===== src/rtl/bin2bcd_seq_disp.sv =====
// Sequential shift-add-3 binary-to-BCD converter with registered active-low 7-segment codes.
// One bit is shifted per cycle; results, overflow and segment codes update together on done.
module bin2bcd_seq_disp #(
  parameter int IN_W     = 10,
  parameter int DIGITS   = 4,
  parameter int BLANK_LZ = 1
) (
  input  logic                  clk,
  input  logic                  rst,
  input  logic                  start,
  input  logic [IN_W-1:0]       bin_in,
  output logic                  busy,
  output logic                  done,
  output logic                  ovf,
  output logic [DIGITS*4-1:0]   bcd_out,
  output logic [DIGITS*7-1:0]   seg_out
);

  localparam int INT_D = (IN_W * 302) / 1000 + 1;
  localparam int PAD_D = (INT_D > DIGITS) ? INT_D : DIGITS;
  localparam int PAD_W = PAD_D * 4;
  localparam int CNT_W = $clog2(IN_W + 1);

  localparam logic [1:0] ST_IDLE  = 2'd0;
  localparam logic [1:0] ST_SHIFT = 2'd1;
  localparam logic [1:0] ST_DONE  = 2'd2;

  localparam logic [6:0] SEG_DASH  = 7'b1111110;
  localparam logic [6:0] SEG_BLANK = 7'b1111111;

  logic [1:0]            state;
  logic [CNT_W-1:0]      count;
  logic [INT_D*4-1:0]    acc;
  logic [INT_D*4-1:0]    acc_adj;
  logic [IN_W-1:0]       shreg;
  logic [PAD_W-1:0]      acc_pad;
  logic                  ovf_c;
  logic [DIGITS*4-1:0]   bcd_c;
  logic [DIGITS*7-1:0]   seg_c;
  logic                  higher_zero;
  logic [3:0]            dig;

  function automatic logic [6:0] seg_code(input logic [3:0] d);
    case (d)
      4'd0:    seg_code = 7'b0000001;
      4'd1:    seg_code = 7'b1001111;
      4'd2:    seg_code = 7'b0010010;
      4'd3:    seg_code = 7'b0000110;
      4'd4:    seg_code = 7'b1001100;
      4'd5:    seg_code = 7'b0100100;
      4'd6:    seg_code = 7'b0100000;
      4'd7:    seg_code = 7'b0001111;
      4'd8:    seg_code = 7'b0000000;
      4'd9:    seg_code = 7'b0000100;
      default: seg_code = SEG_BLANK;
    endcase
  endfunction

  // Add-3 correction keeps every digit within 0..9 after the following doubling.
  always_comb begin
    acc_adj = acc;
    for (int k = 0; k < INT_D; k++) begin
      if (acc[4*k +: 4] >= 4'd5) acc_adj[4*k +: 4] = acc[4*k +: 4] + 4'd3;
    end
  end

  // Zero-padding lets DIGITS exceed the internal digit count without out-of-range slices.
  assign acc_pad = PAD_W'(acc);
  assign bcd_c   = acc_pad[DIGITS*4-1:0];

  always_comb begin
    ovf_c = 1'b0;
    for (int k = 0; k < PAD_D; k++) begin
      if (k >= DIGITS && acc_pad[4*k +: 4] != 4'd0) ovf_c = 1'b1;
    end
  end

  always_comb begin
    seg_c       = '1;
    higher_zero = 1'b1;
    dig         = 4'd0;
    for (int k = DIGITS - 1; k >= 0; k--) begin
      dig         = acc_pad[4*k +: 4];
      higher_zero = higher_zero && (dig == 4'd0);
      if (ovf_c)
        seg_c[7*k +: 7] = SEG_DASH;
      else if (BLANK_LZ != 0 && k > 0 && higher_zero)
        seg_c[7*k +: 7] = SEG_BLANK;
      else
        seg_c[7*k +: 7] = seg_code(dig);
    end
  end

  always_ff @(posedge clk) begin
    if (rst) begin
      state   <= ST_IDLE;
      count   <= '0;
      acc     <= '0;
      shreg   <= '0;
      busy    <= 1'b0;
      done    <= 1'b0;
      ovf     <= 1'b0;
      bcd_out <= '0;
      seg_out <= '1;
    end else begin
      done <= 1'b0;
      case (state)
        ST_IDLE: begin
          if (start) begin
            shreg <= bin_in;
            acc   <= '0;
            count <= '0;
            busy  <= 1'b1;
            state <= ST_SHIFT;
          end
        end
        ST_SHIFT: begin
          acc   <= {acc_adj[INT_D*4-2:0], shreg[IN_W-1]};
          shreg <= {shreg[IN_W-2:0], 1'b0};
          count <= count + 1'b1;
          if (count == CNT_W'(IN_W - 1)) state <= ST_DONE;
        end
        ST_DONE: begin
          bcd_out <= bcd_c;
          ovf     <= ovf_c;
          seg_out <= seg_c;
          done    <= 1'b1;
          busy    <= 1'b0;
          state   <= ST_IDLE;
        end
        default: state <= ST_IDLE;
      endcase
    end
  end

endmodule


===== config.mk =====
export PLATFORM = sky130hd
export DESIGN_NAME = bin2bcd_seq_disp
export DESIGN_NICKNAME = d
export VERILOG_FILES = /design/src/rtl/bin2bcd_seq_disp.sv
export SDC_FILE = /design/constraint.sdc
export NUM_CORES = 1
export LEC_CHECK = 0
export CORE_UTILIZATION = 40
export CTS_CLUSTER_DIAMETER = 40
export DETAILED_ROUTE_END_ITERATION = 6
export GPL_ROUTABILITY_DRIVEN = 0
export HOLD_SLACK_MARGIN = 0.1
export SYNTH_ARGS = -nofsm -noshare
export SYNTH_HDL_FRONTEND = slang
export SYNTH_SLANG_ARGS = --single-unit

===== constraint.sdc =====
create_clock -name clk -period 2.9 [get_ports clk]
set_input_delay 0.725 -clock clk [delete_from_list [all_inputs] [get_ports clk]]
set_output_delay 0.725 -clock clk [all_outputs]
set_load 0.01 [all_outputs]

==> out/qor.txt, run 1 <==
Final instance area -> 5490 sq um
Post-Synth Adder-Cell Area -> 0.0947
Synth cell types -> 62
Slew Limit Fails -> 0
Worst Hold Class -> reg2reg
First drt pass iteration count -> 4
Setup violations, final -> 0
Drt total wl -> 9840 microns
Detail Route Antenna Nets -> 0
Power density over the cells -> 470 nW/um^2
Period utilisation layout -> 0.895
Cell area after synthesis -> 4360 sq um
Initial Utilization -> 0.417
Startpoint types -> input port
Setup_tns -> 0 ns
Critical path fanouts, max -> 8
Routed length per placed instance -> 14.2 microns
Die Span Y -> 106 microns
Largest net degree at the start of global routing -> 20
Vias in the first global route -> 3408
Max Freq -> 0.385 GHz
Max Cap Viol -> 0
Final worst path period need -> 2.59 ns
Standard-cell row count -> 37
DR vias -> 3531
Top cell type by total area after synthesis -> dfxtp_1
Slew Limit Headroom -> 0.567
Post-Synthesis Cells -> 478
Critical path's slowest cell -> clkdlybuf4s50_1
CTS Buf Count -> 9
Worst VDD drop -> 0.215 mV
Sequential area share after synthesis -> 0.455
RSZ-0062 raised after global routing -> no
DRC violations left -> 0
WHS Path Cells -> 1
Final hold vios -> 0
Worst-Margin Slew -> 0.645 ns
CTS Hold Buffers Added -> 0
Gr ovfl total -> 0
Width of the chip -> 106 microns
Postcts setup bufs -> 0
Post-Synth Simple-Gate Area -> 0.126
IO buf count -> 58
Io pins -> 60
Die Outline Area -> 11300 sq um
Avg Cell Area, Syn -> 9.12 sq um
Clock root cell -> clkbuf_8
Leakage power -> 0.00222 uW
Worst path required time -> 3.16 ns
Kind of critical path -> in2reg
Clk sinks -> 99
Multi-input logic area -> 2130 sq um
Reg clk slew, reported paths -> 0.09 ns
Synthesis Warnings -> 0
CTS tree -> built
Synth Area in XOR/XNOR -> 0.0100
Placed instance count -> 679
Layout cell share with drive strength beyond 1 -> 0.107
Final Core Density -> 0.524
Hold Slack -> 0.440 ns
Post-route insts no fill -> 695
Mapped Nets -> 524
Storage element area -> 1980 sq um
First-pass GRT wire length -> 16400 microns
Clk_skew -> 0.00705 ns
Yosys reg bits -> 99
Arr. time, crit path -> 2.85 ns
CP most frequent cell -> inv_1
Post-synth EDFFs -> 0
Clock buffer depth -> 2
H-tree depth -> 3
GRT Resource Usage Total -> 0.184
Commonest non-fill, non-tap cell in the layout -> dfxtp_1
Compound-Gate Fraction of Synth Area -> 0.245
Dpl hpwl -> 7140 microns
Asr flop ratio synth -> 0
Final nets -> 600
Vias per cell -> 5.08
Core box area -> 10500 sq um
Number of antenna violations at the first check in global routing -> 0
Largest cells by area after synthesis -> dfxtp_1 45%, ha_1 9.5%, a21oi_1 5.7%
Run status -> finished clean
R2r worst-path depth -> 7
Clk_lat worst skew -> 0.38 ns
CP Cell Sequence -> clkdlybuf4s50_1 -> or3b_4 -> a2111oi_2 -> a211oi_2 -> inv_1 -> ha_1 -> inv_1 -> a221oi_1 -> a31oi_1
Combinational family with the most area after synthesis -> compound AO/OA/AOI/OAI gates
CP max stage delay -> 0.53 ns
ANT cells -> 0
Crit end category -> flop
Most frequent cells in the layout -> 99 x dfxtp_1, 61 x nand2_1, 58 x clkdlybuf4s50_1
First DRT Iteration DRCs -> 103
Post_cts resized -> 0
Syn-to-layout area delta -> 25.8%
Mux cell area share after synthesis -> 0.0121
Post-DP Area -> 5240 sq um
Fillers -> 1015
Yosys top cell area share -> 0.455
Synth Flop Type -> dfxtp_1
-- per-layer routing --
metal,GRT usage,vias up,part of all wire
met5,0,-,0
met4,0.0774,0,0.018
met3,0.0258,12,0.028
met2,0.305,51,0.47
met1,0.240,1652,0.49
li1,-,1816,-
-- path summary, 6_finish.rpt --
check / slack, ns / from / to
worst min register to register: 0.44 / flop / seg_out[7]
worst min-delay path: 0.44 / flop / seg_out[7]
worst max register to register: 0.49 / state[0] / flop
worst max-delay path: 0.31 / rst / flop
-- critical path, delay by kind of cell --
kind | cells | cell delay [ns]
AO/OA/AOI/OAI | 4 | 0.75
AND/OR/NAND/NOR | 1 | 0.49
buffers and inverters | 3 | 0.71
adder cells (fa/ha/maj) | 1 | 0.16
-- through the flow --
step / setup WS [ns] / power [uW]
floorplan: 0.460 / 1470
global placement: 0.00192 / 1530
detailed placement: -0.0826 / 1530
CTS: 0.322 / 2600
global route: 0.150 / 2670
finish: 0.305 / 2580
-- cell families (layout without fill, tap and decap cells) --
family,count (synthesis),count (layout)
adder cells (fa/ha/maj),33,33
multiplexers,5,5
AND/OR/NAND/NOR,120,120
XOR/XNOR,5,5
other,1,1
AO/OA/AOI/OAI,154,154
buffers and inverters,61,142
flip-flops,99,99
-- Yosys cell counts (2+ instances only) --
master     number
mux2i_1         3
mux2_2          2
dfxtp_1        99
a21o_1          3
a22o_1          4
a32oi_1         2
o211a_1         2
inv_1          38
nand2b_1        7
xnor2_1         5
clkbuf_1       10
nand3_1         3
nor2_1         27
o21ai_0        29
o21ai_1         2
a22oi_1         5
nor2b_1         2
o22a_1         21
nand2_1        61
nor3b_1         4
a21oi_1        50
ha_1           33
a222oi_1        5
a2bb2oi_1       2
o21a_1          7
and4b_1         2
nor3_1          6
buf_1           3
a22oi_2         2
buf_2           6
o21bai_1        2
-- cell type report --
type / instances / share of cell area
multi-input combinational: 318 / 0.388
sequential: 99 / 0.361
timing repair buffer: 86 / 0.146
tap: 136 / 0.0310
inverter: 40 / 0.0276
clock buffer: 10 / 0.0251
clock inverter: 6 / 0.0205
-- report_power, final --
| group | internal (uW) | leakage (uW) | total [uW] | switching [uW] |
|---|---|---|---|---|
| registers | 1370 | 0.000801 | 1390 | 13.5 |
| clock network | 596 | 0.000115 | 1080 | 482 |
| logic | 53.7 | 0.00130 | 114 | 60.3 |
| total | 2020 | 0.00222 | 2580 | 556 |
(Power assumes the default switching activity.)
==> run 2: changes to the inputs <==
- CORE_MARGIN: unset -> 2
==> out/qor.txt, run 2 (same netlist as run 1, synthesis figures left out) <==
Run status -> finished clean
Crit end category -> flop
IO buf count -> 58 (unchanged)
First drt pass iteration count -> 6 (+2)
First DRT Iteration DRCs -> 177 (+72%)
Commonest non-fill, non-tap cell in the layout -> dfxtp_1
Storage element area -> 1980 sq um (unchanged)
Routed length per placed instance -> 14.4 microns (+1.8%)
Drt total wl -> 10000 microns (+2.0%)
Max Cap Viol -> 0 (unchanged)
Final hold vios -> 0 (unchanged)
Slew Limit Headroom -> 0.580 (+0.0133)
Post_cts resized -> 0 (unchanged)
Power density over the cells -> 423 nW/um^2 (-10%)
Clock buffer depth -> 2 (unchanged)
Clk_skew -> 0.00999 ns (+0.00294 ns)
Worst VDD drop -> 0.280 mV (+30%)
DR vias -> 3610 (+2.2%)
Slew Limit Fails -> 0 (unchanged)
Power share of the clock group -> 0.343 (-0.075)
Worst-Margin Slew -> 0.625 ns (-0.0198 ns)
GRT Resource Usage Total -> 0.182 (-0.00227)
Clock root cell -> clkbuf_8
DRC violations left -> 0 (unchanged)
Syn-to-layout area delta -> 23.6%
Final Core Density -> 0.501 (-0.0229)
Clk sinks -> 99 (unchanged)
H-tree depth -> 3 (unchanged)
Leakage power -> 0.00217 uW (-2.1%)
Fillers -> 1009 (-0.59%)
Setup violations, final -> 0 (unchanged)
Detail Route Antenna Nets -> 0 (unchanged)
Worst Hold Class -> reg2reg
Most frequent cells in the layout -> 99 x dfxtp_1, 61 x nand2_1, 58 x clkdlybuf4s50_1
CTS Buf Count -> 9 (unchanged)
Sequential power share -> 0.608 (+0.070)
Number of antenna violations at the first check in global routing -> 0 (unchanged)
First-pass GRT wire length -> 16800 microns (+2.1%)
Multi-input logic area -> 2130 sq um (unchanged)
Die Outline Area -> 11700 sq um (+3.8%)
Clk_lat worst skew -> 0.37 ns (about the same)
CTS tree -> built
Kind of critical path -> in2reg
Die Span Y -> 108 microns (+1.9%)
Final nets -> 597 (-0.50%)
Worst path required time -> 3.15 ns (about the same)
RSZ-0062 raised after global routing -> no
Layout cell share with drive strength beyond 1 -> 0.101 (-0.00662)
Initial Utilization -> 0.406 (-0.0110)
Vias per cell -> 5.19 (+2.1%)
Io pins -> 60 (unchanged)
Dpl hpwl -> 7250 microns (+1.6%)
Core box area -> 10700 sq um (+2.7%)
Critical path fanouts, max -> 14 (+6)
Arr. time, crit path -> 2.73 ns (-0.12 ns)
Combinational fraction of design power -> 0.049 (+0.005)
Vias in the first global route -> 3524 (+3.4%)
Pint -> 1740 uW (-14%)
Final worst path period need -> 2.48 ns (-0.114 ns)
Largest net degree at the start of global routing -> 21 (+5.0%)
Period utilisation layout -> 0.855 (-0.0393)
Setup_tns -> 0 ns (unchanged)
CTS Hold Buffers Added -> 0 (unchanged)
Gr ovfl total -> 0 (unchanged)
Reg clk slew, reported paths -> 0.09 ns (about the same)
Postcts setup bufs -> 0 (unchanged)
Width of the chip -> 108 microns (+1.9%)
Max Freq -> 0.403 GHz (+4.6%)
Standard-cell row count -> 38 (+2.7%)
Startpoint types -> input port
Sw frac -> 0.238 (+0.0229)
Switching pwr -> 543 uW (-2.2%)
ANT cells -> 0 (unchanged)
[run 2: layout make-up]
cell class	count	area share
timing repair buffer	83	0.145
inverter	40	0.0281
tap	140	0.0325
sequential	99	0.368
clock buffer	10	0.0237
multi-input combinational	318	0.395
clock inverter	6	0.00790
[run 2: worst paths after layout]
path / depth (start not counted) / end / slack (ns) / from
setup / recovery: 7 / flop / 0.42 / rst
hold / removal: 1 / seg_out[15] / 0.43 / flop
setup reg to reg: 7 / flop / 0.48 / state[0]
hold reg to reg: 1 / seg_out[15] / 0.43 / flop
[run 2: per-layer routing]
layer | share of wire | wire length [microns] | GRT usage
met1 | 0.45 | 4510 | 0.220
met4 | 0.018 | 176 | 0.0705
met3 | 0.044 | 444 | 0.0476
met5 | 0 | 0 | 0
met2 | 0.49 | 4910 | 0.310
[run 2: stage by stage]
stage / power [uW] / setup WS (ns) / area [sq um] / cells / hold WS (ns)
after floorplan: 1470 / 0.460 / 4360 / 478 / 0.413
after global placement: 1530 / 0.132 / 5220 / 680 / 0.414
after detailed placement: 1530 / 0.0612 / 5220 / 680 / 0.422
after CTS: 2320 / 0.457 / 5390 / 696 / 0.442
after global routing: 2390 / 0.246 / 5390 / 696 / 0.452
final: 2280 / 0.419 / 5390 / 696 / 0.433
[run 2: power groups by stage]
stage	clock (uW)	combinational, uW	sequential [uW]
after detailed placement	0	112	1420
after global routing	878	123	1390
final	781	113	1390
after floorplan	0	62.9	1410
after CTS	817	113	1390
after global placement	0	111	1420
[run 2: critical path, cell delays in order]
cell	delay, ns
clkdlybuf4s50_1	0.55
buf_4	0.25
o32ai_1	0.10
a32oi_1	0.41
clkinv_1	0.33
nor3_1	0.30
a21oi_1	0.06
==> edit: new RTL, config.mk and constraints of run 2 <==
Reset style: asynchronous (`rst`), changed in one clocked block.
--- a/src/rtl/bin2bcd_seq_disp.sv
+++ b/src/rtl/bin2bcd_seq_disp.sv
@@ -93,3 +93,3 @@
 
-  always_ff @(posedge clk) begin
+  always_ff @(posedge clk or posedge rst) begin
     if (rst) begin
Behaviour: differs if rst is asserted again (counterexample within 4 cycles, from zero or initial values and one cycle with rst high); with rst held inactive, the same outputs for 10 cycles.
==> edit against run 2 <==
Worst setup slack better by 0.31 ns. Final area down 7.4%. Via count down 12%. Synthesized area down 5.2%. First-iteration DRC count down 50%. Clock skew about the same. Routed wire length down 10%. Sequential cell count down 21.
Power is not compared: it rests on default switching activity, and its combinational part moved more than twofold at a synthesized area within 25%.
==> edit: results (changes against run 2) <==
| Result | Value | Unit | Change |
| --- | --- | --- | --- |
| Setup slack on the worst flop-to-flop path | 1.04 | ns | +0.56 ns |
| Vias in the first global route | 3230 | - | -8.3% |
| Critical Path Source Type | register | - |  |
| Crit path DAT | 1.44 | ns | -1.29 ns |
| Beginning of the critical path | seg_out[23]$_DFFE_PP1P_ | - |  |
| CP peak stage delay | 0.55 | ns | about the same |
| Sequential element share of the synthesized area | 0.481 | - | +0.0263 |
| Ranking of synthesized cells by instance count | sky130_fd_sc_hd__nand2_1, sky130_fd_sc_hd__o21ai_0, sky130_fd_sc_hd__dfrtp_1 | - |  |
| Clock latency of the later-clocked register in the worst-skew pair | 0.36 | ns |  |
| Placed wire-length estimate after detailed placement | 6050 | um | -17% |
| Synthesized netlist net count | 476 | - | -9.2% |
| Main area contributors after synthesis | sky130_fd_sc_hd__dfrtp_1, sky130_fd_sc_hd__dfstp_2, sky130_fd_sc_hd__ha_1 | - |  |
| Max Clk Rate | 461 | MHz | +14% |
| Number of buffers inserted by post-CTS setup repair | 0 | - | unchanged |
| Number of warnings reported in the yosys synthesis log | 0 | - | unchanged |
| Share of flip-flops with an asynchronous set or reset | 1.00 | - | +1.00 |
| Prevailing post-synth register cell | sky130_fd_sc_hd__dfrtp_1 | - |  |
| Wire length of the first global-routing pass | 15600 | um | -6.9% |
| Total length of routed wires | 9020 | um | -10% |
| Total routing usage reported by global routing | 0.173 | - | -0.00931 |
| Setup Skew | 0.00996 | ns | -0.0000267 ns |
| Slowest cell on the critical path | sky130_fd_sc_hd__clkdlybuf4s50_1 | - |  |
| Count of unique library cells instantiated by Yosys | 49 | - | -21% |
| Number of detailed-routing iterations run before antenna repair | 4 | - | -2 |
| Antenna violations before repair | 0 | - | unchanged |
| Worst-margin pin slew | 0.669 | ns | +0.0445 ns |
| Peak fanout along the critical path | 2 | - | -12 |
| Post-Route Setup TNS | 0 | ns | unchanged |
| Worst reg2reg path startpoint | state[1]$_DFFE_PP0P_ | - |  |
| Pre-CTS worst setup slack | 0.846 | ns | +0.785 ns |
| Share of cells above drive strength 1 | 0.131 | - | +0.0299 |
| Worst-case reg-to-reg path depth | 4 | - | -3 |
| Number of nets in the layout | 523 | - | -12% |
| Total CTS buffers | 9 | - | unchanged |
| Count of buffers from port buffering | 58 | - | unchanged |
| Pin count of the biggest net entering global routing | 79 | - | +280% |
| Min-Delay Path Class | register to register | - |  |
| Cell type group with the largest total delay on the critical path | buffers and inverters | - |  |
| Via/cell ratio | 5.08 | - | -2.1% |
| Result of the run | finished clean | - |  |
| DRT iter0 DRCs | 88 | - | -50% |
-- edit: through the flow --
step / instance area, um2 / total power [mW] / instances
after CTS: 4990 / 5.64 / 626
after detailed placement: 4780 / 4.76 / 610
after global routing: 4990 / 6.08 / 626
after floorplan: 4130 / 3.82 / 438
after global placement: 4780 / 4.68 / 610
final: 4990 / 5.58 / 626
-- edit: logic make-up (layout without fill, tap and decap cells) --
family	count (synthesis)	after routing	share of synthesized area
compound gates	142	142	0.204
xor+xnor	7	7	0.0148
fa+ha+maj	25	25	0.0757
buf+inv	50	102	0.0572
flops	78	78	0.481
mux	8	8	0.0200
other cells	1	1	0.000908
simple gates	127	127	0.146
-- edit: routing by layer --
metal  track usage  part of all wire  up-vias
met3        0.0315             0.029        9
met2         0.276              0.47       50
li1              -                 -     1606
met4        0.0630             0.014        0
met5             0                 0        -
met1         0.236              0.49     1513
-- edit: area by class of cell --
type	instances	area, um2
Clock buffer	11	151
Clock inverter	5	56.3
Fill cell	974	5190
Inverter	23	86.3
Multi-Input combinational cell	310	1910
Sequential cell	78	1990
Tap cell	136	170
Timing Repair Buffer	63	631
-- edit: power by group through the flow --
stage | registers (mW) | clock network, mW | logic [mW]
floorplan | 2.08 | 0 | 1.74
global placement | 2.18 | 0 | 2.50
detailed placement | 2.20 | 0 | 2.56
CTS | 2.18 | 0.884 | 2.57
global route | 2.27 | 0.927 | 2.88
finish | 2.18 | 0.860 | 2.54
-- edit: how the worst min path moves through the flow --
stage,cells past startpoint,slack [ns],endpoint
detailed placement,2,0.45,seg_out[3]$_DFFE_PP1P_
finish,2,0.46,seg_out[3]$_DFFE_PP1P_
CTS,2,0.46,seg_out[3]$_DFFE_PP1P_
global route,2,0.48,seg_out[27]$_DFFE_PP1P_
global placement,2,0.45,seg_out[3]$_DFFE_PP1P_
floorplan,2,0.46,seg_out[3]$_DFFE_PP1P_
-- edit: tightest hold or removal path, cell delays in order, from the launching register on --
cell                      delay [ns]
sky130_fd_sc_hd__dfstp_2        0.37
sky130_fd_sc_hd__nand2_1        0.05
sky130_fd_sc_hd__nand2_1        0.04
